`src/rtl/gcf_seq.sv`:
```
// ============================================================================
// Module   : gcf_seq
// Function : Multi-cycle binary (Stein) greatest-common-factor engine with
//            valid/ready handshakes on both sides. Optional iteration counter
//            enabled by defining GCF_ITER_COUNT_EN.
// Revision : 1.0 - initial release
// ============================================================================
`default_nettype none

module gcf_seq #(
    parameter int N  = 16,
    parameter int CW = 16
) (
    input  logic          clk,
    input  logic          rst,
    input  logic          in_valid,
    output logic          in_ready,
    input  logic [N-1:0]  a,
    input  logic [N-1:0]  b,
    output logic          out_valid,
    input  logic          out_ready,
`ifdef GCF_ITER_COUNT_EN
    output logic [CW-1:0] iter_cnt,
`endif
    output logic [N-1:0]  res
);

    localparam int KW = $clog2(N) + 1;
    localparam logic [KW-1:0] c_K_ONE = KW'(1);

    typedef enum logic [1:0] {
        S_IDLE   = 2'd0,
        S_SHIFT  = 2'd1,
        S_REDUCE = 2'd2,
        S_DONE   = 2'd3
    } state_t;

    state_t        r_state;
    logic [N-1:0]  r_x;
    logic [N-1:0]  r_y;
    logic [KW-1:0] r_k;
    logic [N-1:0]  r_res;
    logic          r_in_ready;
    logic          r_out_valid;

    logic          w_accept;
    logic          w_zero_op;

    assign w_accept  = in_valid && r_in_ready;
    assign w_zero_op = (a == '0) || (b == '0);

    always_ff @(posedge clk or posedge rst) begin
        if (rst) begin
            r_state     <= S_IDLE;
            r_x         <= '0;
            r_y         <= '0;
            r_k         <= '0;
            r_res       <= '0;
            r_in_ready  <= 1'b1;
            r_out_valid <= 1'b0;
        end else begin
            case (r_state)
                S_IDLE: begin
                    if (w_accept) begin
                        r_x        <= a;
                        r_y        <= b;
                        r_k        <= '0;
                        r_in_ready <= 1'b0;
                        // gcf(0,n)=n and gcf(0,0)=0 both reduce to a|b
                        if (w_zero_op) begin
                            r_res       <= a | b;
                            r_out_valid <= 1'b1;
                            r_state     <= S_DONE;
                        end else begin
                            r_state <= S_SHIFT;
                        end
                    end
                end
                S_SHIFT: begin
                    if (!r_x[0] && !r_y[0]) begin
                        r_x <= r_x >> 1;
                        r_y <= r_y >> 1;
                        r_k <= r_k + c_K_ONE;
                    end else begin
                        r_state <= S_REDUCE;
                    end
                end
                S_REDUCE: begin
                    if (r_x == r_y) begin
                        r_res       <= r_x << r_k;
                        r_out_valid <= 1'b1;
                        r_state     <= S_DONE;
                    end else if (!r_x[0]) begin
                        r_x <= r_x >> 1;
                    end else if (!r_y[0]) begin
                        r_y <= r_y >> 1;
                    end else if (r_x > r_y) begin
                        r_x <= (r_x - r_y) >> 1;
                    end else begin
                        r_y <= (r_y - r_x) >> 1;
                    end
                end
                S_DONE: begin
                    if (out_ready) begin
                        r_out_valid <= 1'b0;
                        r_in_ready  <= 1'b1;
                        r_state     <= S_IDLE;
                    end
                end
                default: begin
                    r_state     <= S_IDLE;
                    r_in_ready  <= 1'b1;
                    r_out_valid <= 1'b0;
                end
            endcase
        end
    end

`ifdef GCF_ITER_COUNT_EN
    localparam logic [CW-1:0] c_CNT_ONE = CW'(1);

    logic [CW-1:0] r_iter_cnt;

    // Saturating count of SHIFT/REDUCE cycles; held with res until next accept
    always_ff @(posedge clk or posedge rst) begin
        if (rst) begin
            r_iter_cnt <= '0;
        end else if (r_state == S_IDLE && w_accept) begin
            r_iter_cnt <= '0;
        end else if ((r_state == S_SHIFT || r_state == S_REDUCE) && (r_iter_cnt != '1)) begin
            r_iter_cnt <= r_iter_cnt + c_CNT_ONE;
        end
    end

    assign iter_cnt = r_iter_cnt;
`endif

    assign in_ready  = r_in_ready;
    assign out_valid = r_out_valid;
    assign res       = r_res;

endmodule

`default_nettype wire
```
`config.mk`:
```
export PLATFORM = sky130hd
export DESIGN_NAME = gcf_seq
export DESIGN_NICKNAME = d
export VERILOG_FILES = /design/src/rtl/gcf_seq.sv
export SDC_FILE = /design/constraint.sdc
export NUM_CORES = 1
export LEC_CHECK = 0
export CORE_UTILIZATION = 45
export DETAILED_ROUTE_END_ITERATION = 10
export PLACE_DENSITY = 0.61
export SETUP_SLACK_MARGIN = 0.5
export SKIP_LAST_GASP = 1
export SYNTH_ARGS = -nofsm -noshare
export SYNTH_HDL_FRONTEND = slang
export SYNTH_SLANG_ARGS = --single-unit
```
`constraint.sdc`:
```
create_clock -name clk -period 9.3 [get_ports clk]
set_clock_uncertainty 0.15 [all_clocks]
set_input_delay 1.86 -clock clk [delete_from_list [all_inputs] [get_ports clk]]
set_output_delay 1.86 -clock clk [all_outputs]
set_load 0.1 [all_outputs]
```
==> run summary <==
CTS H-tree lvls: 3
Synth top cells by count: 75 x nand2_1, 62 x nor2_1, 56 x dfrtp_1
Crit path max fanout: 31
Ys Warns: 0
WHS Endpoint: res[2]
Final design area excluding fillers: 6250 um^2
Share of cells above drive strength 1: 0.0601
Antenna violations before repair: 0
Max clock buf depth: 2
DIE WIDTH: 112 um
Die area: 12500 um^2
Mean Syn Cell Area: 7.83 um^2
Num Clock Sinks: 57
Dpl hpwl: 13.7 mm
Routed WL per cell: 20.9 um
# setup viols final: 0
First-pass GRT wire length: 28.4 mm
RSZ-0062 raised after global routing: no
Vias in the first global route: 5169
Largest net degree at the start of global routing: 58
Routed Antenna Nets: 0
Setup slack, reg-to-reg: 4.88 ns
Largest area contributor in the netlist: dfrtp_1
Hold Vio Cnt, Final: 0
Final Cycle Share: 0.503
#FFs+latches synth: 57
Core Region: 11600 um^2
DRT iter0 DRCs: 557
Post-synth EDFFs: 0
Failing checks: DRC
DRT Wirelength: 18.0 mm
Final Max Slew Viols: 0
Global route total overflow: 0
# IOs: 54
Post-CTS setup buffer count: 0
Status: finished, violations left
Crit-path max cell delay: 0.71 ns
Slew margin rel.: 0.136
Vias per cell: 6.43
Setup TNS: 0 ns
Hold WC Path Type: reg2reg
DRC viols: 4
# diodes: 0
CTS tree: yes
Worst EP required: 9.31 ns
GRT Total Usage: 0.292
Net count, final: 787
Post-synth top flop: dfrtp_1
Path depth of the worst reg2reg path: 11
Kind of end point of the critical path: flop
Final worst path period need: 4.67 ns
Ranking of synthesized cells by area: dfrtp_1 26%, ha_1 8.8%, nand2_1 5.2%
Max Cap Violations: 0
Asr flop ratio synth: 1.00
Min-delay src: res[2]
Peak Freq: 214 MHz
Clock buffer count from CTS: 9
Critical Path Most Common Cell: nand2_1
Worst Setup Start Kind: primary input
Area growth syn-to-layout: 15.4%
Placed cell area: 5960 um^2
Standard-cell rows: 39
Setup slack after layout: 4.63 ns
Global placer's final weighted congestion: 0.923
Dpl ws: 4.42 ns
Slew @ Worst Pin: 1.30 ns
Netlist Area Pre-Place: 5420 um^2
Number of library cell types mapped by synthesis: 67
FF-to-FF End: r_x[13]
Register area share after synthesis: 0.264
Worst Setup Path Type: in2reg
CP cell instances: clkdlybuf4s50_1 > nand2_1 > nand2_1 > o211ai_1 > a21oi_1 > o21ai_2 > a211oi_1 > a221oi_2
Port bufs: 53
CP max stage cell: a21oi_1
Min Hold Slack: 0.332 ns
Area fraction of the dominant cell type after synthesis: 0.259
CP Data Arrival Time: 4.68 ns
Clock-pin slew on the worst setup and hold paths: 0.05 ns
Synthesized Nets: 768
Overall die height: 112 um
Hold Path Depth: 2
Starting Density: 0.468
Post-synthesis instance total: 692
Clock root buffer: clkbuf_16
Most common cell in the netlist: nand2_1
Worst-skew pair later-pin latency: 0.33 ns
CTS resizes: 0
Launching point of the worst reg2reg path: r_x[0]
Initial DRT Pass Iterations: 9
Cts hold-fix bufs: 0
Routed vias: 5520
-- final cells by class --
class / count / area, um^2
clock inverters: 3 / 40.0
fillers: 1107 / 5320
repair buffers: 56 / 553
clock buffers: 13 / 250
well taps: 143 / 179
inverters: 46 / 173
multi-input cells: 541 / 3630
flip-flops and latches: 57 / 1430
-- state kept, by name (all words and copies together), names as in the netlist --
register   flops
in_ready       1
out_valid      1
r_k            5
r_state        2
r_x           16
r_y           16
res           16
-- worst max-delay path: cells and delay by family --
family                 cells  cell delay (ns)
and+or+nand+nor            2             0.23
buffers and inverters      1             0.47
AOI/OAI and AO/OA          5             2.12
-- worst max path at each step --
| stage | from | to | cells after the start |
|---|---|---|---|
| finish | in_valid | r_y[8] | 8 |
| global route | in_valid | r_y[8] | 8 |
| CTS | in_valid | r_y[8] | 8 |
| detailed placement | in_valid | r_y[8] | 8 |
| global placement | in_valid | r_y[8] | 8 |
| floorplan | in_valid | r_y[13] | 8 |
-- cell families (layout without fill, tap and decap cells) --
logic type,Yosys count,in the layout,share of synthesized area
and+or+nand+nor,228,228,0.201
AOI/OAI and AO/OA,232,232,0.291
buffers and inverters,94,118,0.0675
DFF,57,57,0.264
adders and majority gates,40,40,0.0952
muxes,19,19,0.0460
xor gates and xnor gates,22,22,0.0356
-- metrics by stage --
stage,util,cells
final,0.540,859
after global routing,0.540,859
after CTS,0.540,859
after detailed placement,0.515,843
after global placement,0.515,843
after floorplan,-,692
-- cells in the final DEF (no fill, tap or decap), types with 8 or more instances in the layout --
master	Yosys	layout
o21ai_0	46	46
ha_1	38	38
clkbuf_16	0	9
nand2_1	75	75
nand3_1	14	14
mux2i_1	8	8
nor4_1	8	8
nor3_1	15	15
a21o_1	10	10
xnor2_1	18	18
clkdlybuf4s50_1	0	53
o31ai_1	15	15
a221oi_1	21	21
and3_1	8	8
a21oi_1	46	46
inv_1	46	45
dfrtp_1	56	56
nor2_1	62	62
nand4_1	8	8
o22ai_1	14	14
a211oi_1	8	8
o211ai_1	10	10
-- layer usage --
layer  wire [um]  vias up  track usage
met1        7780     2661        0.398
met5           0        -            0
met3        1410       25       0.0457
li1            -     2565            -
met2        8490      269        0.485
met4         292        0       0.0676
Power is not shown: default switching activity piles up to over one toggle a cycle in this logic, so the estimate is an artifact.
